--- src/rtl/reg_ring_pkg.sv ---
// rtl/reg_ring_pkg.sv - shared constants and FSM encoding for the register ring master
package reg_ring_pkg;

  localparam int DEF_ADDR_WIDTH = 23;
  localparam int DEF_DATA_WIDTH = 32;
  localparam int DEF_SRC_WIDTH  = 2;
  localparam int STALE_WIDTH    = 16;

  localparam logic [31:0] TIMEOUT_DATA = 32'hDEAD_BEEF;

  localparam logic [1:0] ST_IDLE  = 2'd0;
  localparam logic [1:0] ST_ISSUE = 2'd1;
  localparam logic [1:0] ST_WAIT  = 2'd2;
  localparam logic [1:0] ST_DONE  = 2'd3;

endpackage

--- src/rtl/reg_ring_timer.sv ---
// rtl/reg_ring_timer.sv - clearable WAIT-cycle counter with terminal count at TIMEOUT-1
module reg_ring_timer #(
  parameter int TIMEOUT = 127
) (
  input  logic clk,
  input  logic reset,
  input  logic clear,
  input  logic en,
  output logic tc
);

  logic [15:0] count_q, count_d;

  always_comb begin
    count_d = count_q;
    if (clear) begin
      count_d = '0;
    end else if (en) begin
      count_d = count_q + 16'd1;
    end
  end

  always_ff @(posedge clk or posedge reset) begin
    if (reset) begin
      count_q <= '0;
    end else begin
      count_q <= count_d;
    end
  end

  assign tc = (count_q == 16'(TIMEOUT - 1));

endmodule

--- src/rtl/reg_ring_master.sv ---
// rtl/reg_ring_master.sv - single-outstanding register ring initiator with timeout
module reg_ring_master
  import reg_ring_pkg::*;
#(
  parameter int UDP_REG_ADDR_WIDTH  = DEF_ADDR_WIDTH,
  parameter int CPCI_NF2_DATA_WIDTH = DEF_DATA_WIDTH,
  parameter int UDP_REG_SRC_WIDTH   = DEF_SRC_WIDTH,
  parameter logic [UDP_REG_SRC_WIDTH-1:0] SRC_ID = '0,
  parameter int TIMEOUT = 127
) (
  input  logic                           clk,
  input  logic                           reset,
  input  logic                           cmd_valid,
  output logic                           cmd_ready,
  input  logic                           cmd_rd_wr_L,
  input  logic [UDP_REG_ADDR_WIDTH-1:0]  cmd_addr,
  input  logic [CPCI_NF2_DATA_WIDTH-1:0] cmd_wr_data,
  output logic                           rsp_valid,
  output logic [CPCI_NF2_DATA_WIDTH-1:0] rsp_data,
  output logic                           rsp_timeout,
  output logic                           rsp_noack,
  output logic                           reg_req_out,
  output logic                           reg_ack_out,
  output logic                           reg_rd_wr_L_out,
  output logic [UDP_REG_ADDR_WIDTH-1:0]  reg_addr_out,
  output logic [CPCI_NF2_DATA_WIDTH-1:0] reg_data_out,
  output logic [UDP_REG_SRC_WIDTH-1:0]   reg_src_out,
  input  logic                           reg_req_in,
  input  logic                           reg_ack_in,
  input  logic                           reg_rd_wr_L_in,
  input  logic [UDP_REG_ADDR_WIDTH-1:0]  reg_addr_in,
  input  logic [CPCI_NF2_DATA_WIDTH-1:0] reg_data_in,
  input  logic [UDP_REG_SRC_WIDTH-1:0]   reg_src_in
);

  logic [1:0]                     state_q, state_d;
  logic                           cmd_ready_q, cmd_ready_d;
  logic                           rsp_valid_q, rsp_valid_d;
  logic [CPCI_NF2_DATA_WIDTH-1:0] rsp_data_q, rsp_data_d;
  logic                           rsp_timeout_q, rsp_timeout_d;
  logic                           rsp_noack_q, rsp_noack_d;
  logic                           req_q, req_d;
  logic                           rd_wr_L_q, rd_wr_L_d;
  logic [UDP_REG_ADDR_WIDTH-1:0]  addr_q, addr_d;
  logic [CPCI_NF2_DATA_WIDTH-1:0] data_q, data_d;
  logic [UDP_REG_SRC_WIDTH-1:0]   src_q, src_d;
  logic [STALE_WIDTH-1:0]         stale_cnt_q, stale_cnt_d;

  logic timer_clear, timer_en, timer_tc;
  logic ret_match;
  logic unused_ring_in;

  // Returned address and direction are deliberately not checked.
  assign unused_ring_in = ^{reg_addr_in, reg_rd_wr_L_in};
  assign ret_match = reg_req_in && (reg_src_in == SRC_ID);

  reg_ring_timer #(.TIMEOUT(TIMEOUT)) u_timer (
    .clk   (clk),
    .reset (reset),
    .clear (timer_clear),
    .en    (timer_en),
    .tc    (timer_tc)
  );

  always_comb begin
    state_d       = state_q;
    rsp_valid_d   = 1'b0;
    rsp_data_d    = rsp_data_q;
    rsp_timeout_d = rsp_timeout_q;
    rsp_noack_d   = rsp_noack_q;
    req_d         = 1'b0;
    rd_wr_L_d     = 1'b0;
    addr_d        = '0;
    data_d        = '0;
    src_d         = '0;
    timer_clear   = 1'b0;
    timer_en      = 1'b0;
    stale_cnt_d   = stale_cnt_q;

    // Late returns after a timeout land here; saturate rather than wrap.
    if (ret_match && (state_q != ST_WAIT) && (stale_cnt_q != '1)) begin
      stale_cnt_d = stale_cnt_q + STALE_WIDTH'(1);
    end

    case (state_q)
      ST_IDLE: begin
        if (cmd_valid) begin
          state_d   = ST_ISSUE;
          req_d     = 1'b1;
          rd_wr_L_d = cmd_rd_wr_L;
          addr_d    = cmd_addr;
          data_d    = cmd_rd_wr_L ? '0 : cmd_wr_data;
          src_d     = SRC_ID;
        end
      end
      ST_ISSUE: begin
        state_d     = ST_WAIT;
        timer_clear = 1'b1;
      end
      ST_WAIT: begin
        timer_en = 1'b1;
        if (ret_match) begin
          state_d     = ST_DONE;
          rsp_valid_d = 1'b1;
          rsp_data_d  = reg_data_in;
          rsp_noack_d = !reg_ack_in;
        end else if (timer_tc) begin
          state_d       = ST_DONE;
          rsp_valid_d   = 1'b1;
          rsp_data_d    = CPCI_NF2_DATA_WIDTH'(TIMEOUT_DATA);
          rsp_timeout_d = 1'b1;
        end
      end
      default: begin
        state_d       = ST_IDLE;
        rsp_data_d    = '0;
        rsp_timeout_d = 1'b0;
        rsp_noack_d   = 1'b0;
      end
    endcase

    cmd_ready_d = (state_d == ST_IDLE);
  end

  always_ff @(posedge clk or posedge reset) begin
    if (reset) begin
      state_q       <= ST_IDLE;
      cmd_ready_q   <= 1'b1;
      rsp_valid_q   <= 1'b0;
      rsp_data_q    <= '0;
      rsp_timeout_q <= 1'b0;
      rsp_noack_q   <= 1'b0;
      req_q         <= 1'b0;
      rd_wr_L_q     <= 1'b0;
      addr_q        <= '0;
      data_q        <= '0;
      src_q         <= '0;
      stale_cnt_q   <= '0;
    end else begin
      state_q       <= state_d;
      cmd_ready_q   <= cmd_ready_d;
      rsp_valid_q   <= rsp_valid_d;
      rsp_data_q    <= rsp_data_d;
      rsp_timeout_q <= rsp_timeout_d;
      rsp_noack_q   <= rsp_noack_d;
      req_q         <= req_d;
      rd_wr_L_q     <= rd_wr_L_d;
      addr_q        <= addr_d;
      data_q        <= data_d;
      src_q         <= src_d;
      stale_cnt_q   <= stale_cnt_d;
    end
  end

  assign cmd_ready       = cmd_ready_q;
  assign rsp_valid       = rsp_valid_q;
  assign rsp_data        = rsp_data_q;
  assign rsp_timeout     = rsp_timeout_q;
  assign rsp_noack       = rsp_noack_q;
  assign reg_req_out     = req_q;
  assign reg_ack_out     = 1'b0;
  assign reg_rd_wr_L_out = rd_wr_L_q;
  assign reg_addr_out    = addr_q;
  assign reg_data_out    = data_q;
  assign reg_src_out     = src_q;

endmodule

--- config.mk ---
export PLATFORM = sky130hd
export DESIGN_NAME = reg_ring_master
export DESIGN_NICKNAME = d
export VERILOG_FILES = /design/src/rtl/reg_ring_pkg.sv /design/src/rtl/reg_ring_timer.sv /design/src/rtl/reg_ring_master.sv
export SDC_FILE = /design/constraint.sdc
export NUM_CORES = 1
export LEC_CHECK = 0
export CAP_MARGIN = 20
export CORE_MARGIN = 3
export CORE_UTILIZATION = 45
export DETAILED_ROUTE_END_ITERATION = 8
export DONT_BUFFER_PORTS = 1
export PLACE_DENSITY = 0.69
export SLEW_MARGIN = 10
export SYNTH_ARGS = -nofsm -noshare
export SYNTH_HDL_FRONTEND = slang
export SYNTH_SLANG_ARGS = --single-unit
--- constraint.sdc ---
create_clock -name clk -period 8.1 [get_ports clk]
set_clock_uncertainty 0.15 [all_clocks]
set_input_delay 1.62 -clock clk [delete_from_list [all_inputs] [get_ports clk]]
set_output_delay 1.62 -clock clk [all_outputs]
set_load 0.05 [all_outputs]
# Word-level counts from Yosys, hierarchy flattened
# Index checks and enable logic that the tools add are counted.
# word_totals
register_bits,111
input_bits,119
out_inout_bits,96
elab_cells,58
# classes
addsub,1
eq_ne,7
n_mux,28
bitwise,1
reduce_logical,10
# ops
op,count
$mux W32,5
$pmux W32 S2,1
$mux W23,2
$mux W16,2
$add A16 B1 Y16 const B,1
$eq A16 B7 Y1 const B,1
$mux W1,12
$logic_not A2 Y1,3
$mux W2,3
$ne A2 B2 Y1 const B,3
$pmux W2 S3,1
$pmux W1 S2,2
$reduce_and A2 Y1,2
$ne A3 B3 Y1 const B,1
$reduce_and A3 Y1,1
$eq A2 B1 Y1 const B,1
$eq A2 B2 Y1 const B,1
$reduce_bool A2 Y1,1
$reduce_or A2 Y1,1
$logic_and A1 B1 Y1,1
$logic_not A1 Y1,1
$not A1 Y1,1

# Logic depth before layout (Yosys ltp)
# logic_depth
word_depth,5
ltp_mapped,8
depth_no_buf,6

# By module
# A second synthesis with hierarchy kept.
# hier_totals
hier_cells,327
area_unflattened_um2,4219.0
# by_module_without_submodules
module,instances,cells_each,area_each_um2,seq_area_each_um2
reg_ring_master,1,239,3360.7,2378.5
reg_ring_timer,1,88,858.3,400.4

# Worst setup path before layout
# Ideal clock, no wire load.
# synth_path
path_type,input to register
start,in reg_src_in[1]
end,"reg rsp_data_q[14], in the netlist rsp_data[14]"
setup_ps,68
arrival_time_ps,2785
required_ps,7882
slack_ps,5097
path_stages,3
n_path_buf,0
cell_sequence,or3b_2 -> nor3_1 -> a22o_1
# synth_between
elab_chain_len,4
word_cells_on_any_way,6
cone_classes,1 x eq/ne; 2 x mux; 3 x reduce/logical
# synth_lines
element,line,rtl
start: declaration,reg_ring_master.sv:33,input logic [UDP_REG_SRC_WIDTH-1:0] reg_src_in
$logic_not A2 Y1 (*),reg_ring_master.sv:55,assign ret_match = reg_req_in && (reg_src_in == SRC_ID);
$logic_and A1 B1 Y1 (*),reg_ring_master.sv:55,
$mux W32 or $ne A3 B3 Y1 (tied branches),-,
$pmux W32 S2 or $reduce_and A2 Y1 (tied branches),-,
end signal: assignment,reg_ring_master.sv:143,rsp_data_q <= rsp_data_d;
end: declaration,reg_ring_master.sv:39,"logic [CPCI_NF2_DATA_WIDTH-1:0] rsp_data_q, rsp_data_d;"
# Every way passes the cells marked *; elsewhere a longest branch is shown, timed or not.
# A chain may end at the register's enable or synchronous reset.

# Worst setup path after layout
# layout_path
start,in reg_src_in[1]
end,"reg rsp_data_q[25], in the netlist rsp_data[25]"
# The elaborated chain is that of the path after synthesis.

==> results.py <==
metrics = {
    "sta": {
        "final.hold.worst_slack_ns": 0.381,
        "max_freq_mhz": 298,
        "final.period_utilization": 0.414,
        "rsz0062_at_grt": "no",
        "period_needed_ns": 3.35,
        "final-max-slew-violation-count": 0,
        "totalNegativeSetupSlack_ns": 0,
        "timing_worst_slew_pin_value_ns": 1.06,
        "slew_headroom": 0.293,
        "timing.final.hold_violations": 0,
        "count_of_final_setup_violators": 0,
    },
    "layout": {
        "syn_to_final_growth_pct": 6.95,
        "antenna_cells": 0,
        "final.fill_count": 820,
        "design.final.nets": 473,
        "stdcell_count": 482,
        "core_utilization_of_the_finished_layout": 0.496,
        "drive_above_1_share": 0.0793,
    },
    "power": {
        "cell_internal_pwr_uw": 937,
        "overall_power_uw": 1840,
        "netSwitchingPower_uw": 898,
        "comb_power_share": 0.184,
        "power_per_cell_area_mw_per_mm2": 399,
        "cellLeakagePower_uw": 0.00222,
        "vdd_ir_drop_max_uv": 127,
        "share_of_power_burned_in_the_clock_network": 0.183,
        "sw_frac_of_total": 0.489,
        "sequentialPowerShare": 0.633,
    },
    "setup_path": {
        "reg2reg_depth": 5,
        "critPathTopFamily": "compound AO/OA/AOI/OAI gates",
        "cp_cell_instances": "or3b_2 > a21oi_2 > a2bb2oi_1",
        "path_class": "in -> reg",
        "timing.critical_path.slowest_cell_delay_ns": 0.92,
        "endpoint_kind": "register",
        "timing.critical_path.arrival_ns": 3.49,
        "worst-r2r-setup-slack_ns": 5.25,
        "cp-start-kind": "input port",
        "timing.rr.end": "rsp_data[14]",
        "required_ns": 8.24,
        "cp_slowest_cell": "a21oi_2",
        "rr_startpoint": "state_q[0]",
        "worst-path-buf-inv": 0,
        "crit_path_max_fanout": 32,
    },
    "placed_design": {
        "dp.final_hpwl_mm": 6.14,
        "gp_congestion": 0.711,
        "dp_cells": 465,
        "port-buffer-count": 0,
    },
    "die": {
        "coreArea_mm2": 0.00928,
        "io-pin-count": 215,
        "width_of_the_die_um": 104,
        "floorplan.rows": 35,
        "start_util": 0.464,
        "die_y_um": 104,
        "area_of_the_die_mm2": 0.0108,
    },
    "clock_network": {
        "cts_resized": 0,
        "numClockSinks": 111,
        "ctsHoldBuffers": 0,
        "postCtsSetupRepairBufs": 0,
        "clockRootBuffer": "clkbuf_8",
        "cts_buffers": 9,
        "cts_h_tree_depth": 3,
        "cts.path.max_buffers": 2,
        "tritoncts": "done",
        "insertion_delay_ns": 0.37,
        "cts.reportedPaths.clkPinSlew_ns": 0.11,
    },
    "routing": {
        "wl_per_cell_um": 17.9,
        "drt_first_iter_violations": 245,
        "drt_wl_total_mm": 8.62,
        "remaining_drc_errors": 0,
        "vias": 2680,
        "final_antenna_net_count": 0,
        "drt-pass1-iter-count": 6,
        "route.detailed.vias_per_inst": 5.56,
    },
    "yosys": {
        "synth_top_area_cell": "dfrtp_1",
        "postSynthCellCount": 356,
        "postSynth.topFlopCell": "dfrtp_1",
        "synth_warnings": 0,
        "synthArstFlopShare": 1.00,
        "leading_post_synthesis_cells_by_cell_area": "dfrtp_1, and2_1, a2bb2oi_1",
        "seq_area_frac_synth": 0.646,
        "synth_top_cells_by_count": "dfrtp_1, and2_1, o21ai_0, a2bb2oi_1, and3_1",
        "post-synth-top-count-cell": "dfrtp_1",
        "synth.lib_cells_used.distinct": 39,
        "avgSynthCellArea_um2": 12.1,
        "synthesis.area_mm2": 0.00430,
        "synth_enable_flop_cells": 0,
        "ys_seq_elements": 111,
        "synth_top_area_share": 0.640,
    },
    "global_route": {
        "grt_max_degree": 77,
        "first_global_vias": 2695,
        "wire_length_of_the_first_global_routing_pass_mm": 14.0,
        "antenna_found_initial": 0,
        "globalRouteOverflowTotal": 0,
        "gr-usage-all-layers": 0.163,
    },
    "worst_hold_path": {
        "hp-start": "u_timer.count_q[4]",
        "timing.hold.worst_endpoint": "u_timer.count_q[4]",
        "class_of_the_tightest_hold_or_removal_check": "reg -> reg",
        "min_delay_path_depth": 1,
    },
    "run_status": {
        "outcome": "complete, no violations",
    },
    "run": {
        "cap_viol_max_count": 0,
    },
}
worst max path at each step:
stage	startpoint	end	slack, ns	cells after the start
after floorplan	reset	reg_addr_out[0]	3.40	1
after global placement	reg_src_in[1]	rsp_data[15]	4.39	3
after detailed placement	reg_src_in[1]	rsp_data[25]	4.35	3
after CTS	reg_src_in[1]	rsp_data[25]	4.76	3
after global routing	reg_src_in[1]	rsp_data[25]	4.62	3
final	reg_src_in[1]	rsp_data[25]	4.75	3
cell usage in the layout (no fill, tap or decap), types with 4 or more instances in the layout:
cell type and instances:
clkbuf_8 9, dfrtp_1 110, nand4_1 4, o21ai_0 34, a22o_1 7, nand3_1 4
nor3_1 7, nor2_1 10, and2_1 34, xnor2_1 4, a21oi_1 10, a2bb2oi_1 24
or3_1 4, ha_1 6, o31ai_1 4, nand2_1 10, and3_1 24, inv_1 7
final cells by class:
type,instances,area [um^2],share of cell area
clock buffer,9,124,0.0269
clock inverter,7,92.6,0.0201
inverter,8,32.5,0.00707
multi-input combinational,214,1390,0.301
sequential,111,2780,0.604
tap,129,161,0.0351
timing repair buffer,4,27.5,0.00598
power groups by stage:
stage          Combinational [uW]  Clock, uW  Sequential (uW)
6_report                      338        335             1160
5_1_grt                       386        377             1180
4_1_cts                       338        348             1160
3_5_place_dp                  339          0             1170
3_3_place_gp                  329          0             1170
2_1_floorplan                 279          0             1140
registers in the layout (all words and copies together) (netlist names):
signal           count
rsp_timeout          1
rsp_valid            1
reg_rd_wr_L_out      1
reg_data_out        32
state_q              2
reg_req_out          1
cmd_ready            1
u_timer.count_q     16
reg_addr_out        23
rsp_data            32
rsp_noack            1
routing by layer:
metal	GRT usage	routed length, um	up-vias
met2	0.256	4150	169
met3	0.0791	1060	12
li1	-	-	1227
met4	0.0522	131	0
met1	0.198	3290	1272
met5	0	0	-
metrics by stage:
stage                     cell area, um^2  setup WS [ns]
after floorplan                      4310           3.40
after global placement               4380           4.39
after detailed placement             4380           4.35
after CTS                            4600           4.76
after global routing                 4600           4.62
final                                4600           4.75
cells by family after synthesis:
family                   Yosys count  synth area share
AO/OA/AOI/OAI                     86             0.134
XOR/XNOR                           5            0.0102
adder cells (fa/ha/maj)            6            0.0174
buffers and inverters             33            0.0340
flip-flops                       111             0.646
multiplexers                       2           0.00465
other                              1          0.000871
AND/OR/NAND/NOR                  112             0.153
Note: power is estimated with default switching activity, not from simulation.
